File: config.mk
export PLATFORM = sky130hd
export DESIGN_NAME = usart_tx_frame
export DESIGN_NICKNAME = d
export VERILOG_FILES = /design/src/rtl/usart_tx_frame.sv
export SDC_FILE = /design/constraint.sdc
export NUM_CORES = 1
export LEC_CHECK = 0
export ABC_AREA = 1
export ABC_CLOCK_PERIOD_IN_PS = 1700
export CELL_PAD_IN_SITES_DETAIL_PLACEMENT = 1
export CELL_PAD_IN_SITES_GLOBAL_PLACEMENT = 1
export CORE_MARGIN = 5
export CORE_UTILIZATION = 43
export CTS_BUF_LIST = sky130_fd_sc_hd__clkbuf_8
export DETAILED_ROUTE_END_ITERATION = 10
export PLACE_DENSITY = 0.81
export SLEW_MARGIN = 10
export SYNTH_ARGS = -nofsm -noshare
export SYNTH_HDL_FRONTEND = slang
export SYNTH_SLANG_ARGS = --single-unit
File: constraint.sdc
create_clock -name clk -period 1.7 [get_ports clk]
set_input_delay 0.51 -clock clk [delete_from_list [all_inputs] [get_ports clk]]
set_output_delay 0.51 -clock clk [all_outputs]
set_load 0.005 [all_outputs]
File: src/rtl/usart_tx_frame.sv
// ---------------------------------------------------------------------------
// usart_tx_frame
//
// Purpose:
//   Parametrised asynchronous serial transmitter. It accepts one character
//   per valid/ready handshake and sends a frame on tx in this order:
//     - a start bit (0)
//     - DATA_BIT data bits, LSB first
//     - an optional parity bit
//     - STOP_BIT stop bits (1)
//   Each bit lasts exactly C = CLK_FREQ/BAUD_RATE clocks. A one-cycle done
//   pulse marks the end of the last stop bit.
//
// Parameters:
//   CLK_FREQ   system clock frequency in Hz
//   BAUD_RATE  line rate in bit/s (C = CLK_FREQ/BAUD_RATE, C >= 2)
//   DATA_BIT   data bits per frame, 5..9
//   PARITY     0 = none, 1 = odd, 2 = even
//   STOP_BIT   stop bits per frame, 1 or 2
//
// Ports:
//   clk    in   system clock, rising edge
//   reset  in   asynchronous, active-high reset
//   data   in   character to send, sampled on acceptance only
//   valid  in   producer offers a character
//   ready  out  block accepts a character this cycle (registered)
//   tx     out  serial line, idle high (registered)
//   busy   out  frame in progress (registered)
//   done   out  one-cycle pulse when the last stop bit completes (registered)
// ---------------------------------------------------------------------------
module usart_tx_frame #(
  parameter int CLK_FREQ  = 100000000,
  parameter int BAUD_RATE = 115200,
  parameter int DATA_BIT  = 8,
  parameter int PARITY    = 0,
  parameter int STOP_BIT  = 1
) (
  input  logic                clk,
  input  logic                reset,
  input  logic [DATA_BIT-1:0] data,
  input  logic                valid,
  output logic                ready,
  output logic                tx,
  output logic                busy,
  output logic                done
);

  // Clocks per bit and the widths of the bit-period and data-bit counters.
  localparam int C  = CLK_FREQ / BAUD_RATE;
  localparam int CW = (C > 2) ? $clog2(C) : 1;
  localparam int BW = $clog2(DATA_BIT + 1);

  localparam logic [CW-1:0] CNT_ZERO = CW'(0);
  localparam logic [CW-1:0] CNT_ONE  = CW'(1);
  localparam logic [CW-1:0] CNT_LAST = CW'(C - 1);
  localparam logic [BW-1:0] BIT_ZERO = BW'(0);
  localparam logic [BW-1:0] BIT_ONE  = BW'(1);
  localparam logic [BW-1:0] BIT_LAST = BW'(DATA_BIT - 1);
  localparam logic          STOP_LAST = 1'(STOP_BIT - 1);

  // Elaboration-time rejection of illegal configurations.
  if (C < 2) begin : g_bad_rate
    $error("usart_tx_frame: CLK_FREQ/BAUD_RATE must be at least 2");
  end
  if ((DATA_BIT < 5) || (DATA_BIT > 9)) begin : g_bad_data_bit
    $error("usart_tx_frame: DATA_BIT must be in 5..9");
  end
  if ((PARITY < 0) || (PARITY > 2)) begin : g_bad_parity
    $error("usart_tx_frame: PARITY must be 0, 1 or 2");
  end
  if ((STOP_BIT < 1) || (STOP_BIT > 2)) begin : g_bad_stop_bit
    $error("usart_tx_frame: STOP_BIT must be 1 or 2");
  end

  typedef enum logic [2:0] {
    S_IDLE   = 3'd0,
    S_START  = 3'd1,
    S_DATA   = 3'd2,
    S_PARITY = 3'd3,
    S_STOP   = 3'd4
  } state_t;

  // Parity bit for a character: even mode makes data+parity carry an even
  // number of ones, odd mode an odd number.
  function automatic logic f_parity(input logic [DATA_BIT-1:0] d);
    logic p;
    p = ^d;
    if (PARITY == 1) begin
      f_parity = ~p;
    end else begin
      f_parity = p;
    end
  endfunction

  state_t              r_state;
  logic [CW-1:0]       r_cnt;      // clocks elapsed in the current bit, 0..C-1
  logic [BW-1:0]       r_bit;      // index of the data bit on the line
  logic                r_stop;     // index of the stop bit on the line
  logic [DATA_BIT-1:0] r_data;     // latched character, source of parity
  logic [DATA_BIT-1:0] r_shift;    // data bits still to send, LSB on the line
  logic                r_tx;
  logic                r_ready;
  logic                r_busy;
  logic                r_done;

  logic                w_bit_end;
  logic                w_par;

  assign w_bit_end = (r_cnt == CNT_LAST);
  assign w_par     = f_parity(r_data);

  assign tx    = r_tx;
  assign ready = r_ready;
  assign busy  = r_busy;
  assign done  = r_done;

  // Frame sequencer: every output is loaded one bit-boundary ahead so that tx
  // changes exactly on the edge that starts each bit.
  always_ff @(posedge clk or posedge reset) begin
    if (reset) begin
      r_state <= S_IDLE;
      r_cnt   <= CNT_ZERO;
      r_bit   <= BIT_ZERO;
      r_stop  <= 1'b0;
      r_data  <= '0;
      r_shift <= '0;
      r_tx    <= 1'b1;
      r_ready <= 1'b1;
      r_busy  <= 1'b0;
      r_done  <= 1'b0;
    end else begin
      r_done <= 1'b0;
      case (r_state)
        S_IDLE: begin
          r_tx    <= 1'b1;
          r_cnt   <= CNT_ZERO;
          r_bit   <= BIT_ZERO;
          r_stop  <= 1'b0;
          r_ready <= 1'b1;
          r_busy  <= 1'b0;
          // Accept only while ready is already high, so the idle clock that
          // follows every frame is guaranteed.
          if (valid && r_ready) begin
            r_data  <= data;
            r_shift <= data;
            r_tx    <= 1'b0;
            r_ready <= 1'b0;
            r_busy  <= 1'b1;
            r_state <= S_START;
          end
        end

        S_START: begin
          if (w_bit_end) begin
            r_cnt   <= CNT_ZERO;
            r_bit   <= BIT_ZERO;
            r_tx    <= r_shift[0];
            r_state <= S_DATA;
          end else begin
            r_cnt <= r_cnt + CNT_ONE;
          end
        end

        S_DATA: begin
          if (w_bit_end) begin
            r_cnt <= CNT_ZERO;
            if (r_bit == BIT_LAST) begin
              if (PARITY != 0) begin
                r_tx    <= w_par;
                r_state <= S_PARITY;
              end else begin
                r_tx    <= 1'b1;
                r_stop  <= 1'b0;
                r_state <= S_STOP;
              end
            end else begin
              // Next data bit is bit 1 of the shift register before shifting.
              r_tx    <= r_shift[1];
              r_shift <= r_shift >> 1;
              r_bit   <= r_bit + BIT_ONE;
            end
          end else begin
            r_cnt <= r_cnt + CNT_ONE;
          end
        end

        S_PARITY: begin
          if (w_bit_end) begin
            r_cnt   <= CNT_ZERO;
            r_tx    <= 1'b1;
            r_stop  <= 1'b0;
            r_state <= S_STOP;
          end else begin
            r_cnt <= r_cnt + CNT_ONE;
          end
        end

        S_STOP: begin
          if (w_bit_end) begin
            r_cnt <= CNT_ZERO;
            r_tx  <= 1'b1;
            if (r_stop == STOP_LAST) begin
              r_ready <= 1'b1;
              r_busy  <= 1'b0;
              r_done  <= 1'b1;
              r_state <= S_IDLE;
            end else begin
              r_stop <= 1'b1;
            end
          end else begin
            r_cnt <= r_cnt + CNT_ONE;
          end
        end

        default: begin
          r_state <= S_IDLE;
          r_cnt   <= CNT_ZERO;
          r_tx    <= 1'b1;
          r_ready <= 1'b1;
          r_busy  <= 1'b0;
        end
      endcase
    end
  end

endmodule

==> implementation parameters <==
Parameter                              Value

Global route
  Met2 usage in global routing ... 0.330
  Maximum number of pins on one net before global-route repair ... 30
  Antenna violations before repair ... 0
  Global routing met3 resource utilization ... 0.0403
  Total track usage ... 0.188
  Remaining Overflow, GRT ... 0
  Met1 routing resource usage after global routing ... 0.222
  Vias in the first global route ... around 1600
  First-pass GRT wire length ... approximately 7400 um
  Most heavily used metal layer in global routing ... met2

Floorplanning
  Height of the die ... approximately 70 um
  Die X ... around 70 um
  Number of ports placed on the die boundary ... 15
  Rows ... 22
  Floorplan die area ... ~0.0050 sq mm
  Starting utilization of the core area ... 0.435
  Core ar. ... 0.00361 sq mm

Clock network
  Maximum buffer depth of the clock tree ... 2
  Root buffer selected by CTS ... sky130_fd_sc_hd__clkbuf_8
  CTS tree ... yes
  Latest clock arrival within the worst-skew pair ... ~280 ps
  H-Tree Depth ... 2
  Number of hold buffers added after cts ... 0
  Clk slew on worst S/H paths ... ~70 ps
  Num CTS Buffers ... 5
  CTS sink count ... 29

Worst hold path
  Worst hold-check path type ... reg2reg
  Hold path start ... r_shift[3]$_DFFE_PP0P_
  Hold Path Stages ... 2
  Endpoint with the worst hold slack ... r_shift[3]$_DFFE_PP0P_

STA
  Hold Slack ... around 480 ps
  Hold violation total from the final report ... 0
  Upper clock frequency limit ... ~610 MHz
  Final period demand of the worst path ... between 1500 and 2000 ps
  Measured slew at the worst slew-check pin ... roughly 370 ps
  Endpoints failing setup ... 0
  Clock skew ... between 4 and 5 ps
  Setup repair after global routing missed its margin ... no
  Period utilization ... 0.971
  Setup TNS after final layout ... 0 ps
  Relative slew slack ... 0.748
  Final-report max-slew violation count ... 0

Layout
  Share of post-route cells with drive strength above 1 ... 0.146
  Final core utilization ... 0.540
  Filler cells ... 460
  Flip-flop and latch area ... 728 sq um
  Multi-input logic area ... around 780 sq um
  N_diodes ... 0
  Area overhead of the layout relative to synthesis ... 24.3%
  Most common cell after layout, fill and taps aside ... sky130_fd_sc_hd__nand2_1
  Number of nets in the finished design ... ~250
  Leading cell types in the layout, fill and taps excluded ... sky130_fd_sc_hd__nand2_1, sky130_fd_sc_hd__dfrtp_1, sky130_fd_sc_hd__nor2_1

Critical path
  Maximum fanout along the worst path ... 2
  Crit path cell chain ... clkdlybuf4s50_1
  Stage delay of the slowest cell on the critical path ... 510 ps
  Slowest stage cell, crit path ... sky130_fd_sc_hd__clkdlybuf4s50_1
  Delay-heaviest family, CP ... buffers and inverters
  Kind of end point of the critical path ... primary output
  Critical setup path kind ... reg2out
  Critical R2R Capture ... r_shift[1]$_DFFE_PP0P_
  Crit start category ... register
  R2R Path Start ... r_cnt[1]$_DFF_PP0_
  CP Data Required Time ... roughly 1200 ps
  Minimum setup slack among reg-to-reg paths ... around 150 ps
  Depth of the worst register-to-register path ... 8
  Critical path arrival ... around 1100 ps
  Number of buffers and inverters on the critical path ... 1

Yosys
  Adder-cell share of the synthesized area ... 0.0160
  Synth Flop Type ... sky130_fd_sc_hd__dfrtp_1
  Number of enable flip-flop cells after synthesis ... 0
  Warning count from the yosys run ... 0
  Largest area contributor in the synthesized netlist ... sky130_fd_sc_hd__dfrtp_1
  Mean area per synthesized cell ... around 7.5 sq um
  Share of cell area taken by muxes after synthesis ... 0
  Synth unique cells ... 25
  Post-synthesis share of cell area spent on xor and xnor gates ... 0.0279
  Top cells by area in the synthesized netlist ... sky130_fd_sc_hd__dfrtp_1, sky130_fd_sc_hd__nand2_1, sky130_fd_sc_hd__nand3_1
  Share of synthesized cell area in and, or, nand and nor gates ... 0.409
  Number of nets produced by synthesis ... between 200 and 250
  Largest family of logic cells by synthesized area ... simple AND/OR/NAND/NOR gates
  Share of Yosys cell area claimed by the top area cell type ... 0.431
  Post-synthesis compound-gate area fraction ... 0.0335
  Post-synthesis sequential element count ... 29
  Cell count after synthesis ... approximately 210
  Sequential fraction of the synthesis area ... 0.464
  Share of async-settable or async-resettable flops after synthesis ... 1.00
  Synth Cell Area ... roughly 0.0016 sq mm

Power and ir drop
  Leak ... 1.00 nW
  Power density normalized to cell area ... around 660 mW/mm^2
  Highest ir drop seen on vdd ... approximately 0.40 mV

Routing
  Antenna violation net count after detailed routing ... 0
  Number of optimization iterations in the first detailed-route pass ... 4
  DRT Wirelength ... between 4000 and 5000 um
  Count of vias placed by the detailed router ... 1470
  Vias per Instance ... around 5.1
  Average wire length per cell after detail routing ... 14.5 um
  Number of remaining DRC errors ... 0
  Detailed router's first-iteration violation count ... 90

Placed design
  Global placement routability congestion ... just under 0.8
  Detailed placement HPWL ... between 3000 and 4000 um
  Count of buffers inserted at the top-level ports ... 14

Status
  Status ... finished, final reports clean

Flow run
  Max Cap Viol ... 0
==> synth_stat cells (2+ instances only) <==
cell type	n
sky130_fd_sc_hd__a21oi_1	3
sky130_fd_sc_hd__dfrtp_1	27
sky130_fd_sc_hd__dfstp_2	2
sky130_fd_sc_hd__ha_1	2
sky130_fd_sc_hd__inv_1	15
sky130_fd_sc_hd__inv_2	2
sky130_fd_sc_hd__nand2_1	80
sky130_fd_sc_hd__nand2_2	3
sky130_fd_sc_hd__nand2_4	2
sky130_fd_sc_hd__nand3_1	24
sky130_fd_sc_hd__nand4_1	5
sky130_fd_sc_hd__nor2_1	26
sky130_fd_sc_hd__nor3_1	3
sky130_fd_sc_hd__xor2_1	4
==> where the power goes <==
group / leakage, nW / internal [mW] / switching (mW) / total [mW]
sequential: 0.373 / 0.690 / 0 / 0.690
combinational: 0.577 / 0.0288 / 0.0229 / 0.0518
clock: 0.0491 / 0.277 / 0.266 / 0.543
total: 1.00 / 0.996 / 0.289 / 1.29
==> worst max path at each step <==
| stage | start | endpoint | depth (start not counted) |
|---|---|---|---|
| CTS | busy$_DFFE_PP0P_ | busy | 1 |
| detailed placement | valid | r_shift[6]$_DFFE_PP0P_ | 6 |
| global placement | valid | r_shift[5]$_DFFE_PP0P_ | 6 |
| global route | busy$_DFFE_PP0P_ | busy | 1 |
| finish | busy$_DFFE_PP0P_ | busy | 1 |
| floorplan | r_cnt[0]$_DFF_PP0_ | r_state[0]$_DFFE_PP0P_ | 8 |
==> routing by layer <==
| metal | part of all wire | vias to the layer above | wire (um) |
|---|---|---|---|
| li1 | - | 723 | - |
| met1 | 0.42 | 727 | 1750 |
| met2 | 0.54 | 15 | 2250 |
| met3 | 0.026 | 5 | 108 |
| met4 | 0.013 | 0 | 55 |
| met5 | 0 | - | 0 |
==> per-stage QoR <==
step                cell area (sq um)  setup WS, ps  cells  power [mW]
floorplan                        1570           332    209       0.721
finish                           1950          49.3    288        1.29
global placement                 1820         -31.1    276       0.754
CTS                              1910          34.8    285        1.31
global route                     1950          9.98    288        1.35
detailed placement               1820         -90.5    276       0.756
==> timing repair <==
| item | CTS | global route |
|---|---|---|
| pin swaps | 0 | 1 |
| endpoints found under the setup margin | 2 | 9 |
| setup buffers | 1 | 3 |
| resized for setup | 2 | 4 |
==> logic make-up (layout without fill, tap and decap cells) <==
family,after synthesis,after routing
AOI/OAI and AO/OA,7,7
adders and majority gates,2,2
buffers and inverters,19,50
xor gates and xnor gates,5,5
DFF,29,29
and+or+nand+nor,147,147
==> registers in the layout, summed over array words and instances (netlist names) <==
signal	flops
busy	1
done	1
r_bit	4
r_cnt	10
r_shift	8
r_state	3
ready	1
tx	1
==> cell type report <==
class | instances | share of cell area
Clock inverter | 3 | 0.00706
Timing Repair Buffer | 25 | 0.119
Sequential cell | 29 | 0.374
Inverter | 17 | 0.0328
Multi-Input combinational cell | 161 | 0.401
Clock buffer | 5 | 0.0353
Tap cell | 48 | 0.0308
Power figures use the tool's default switching activity.
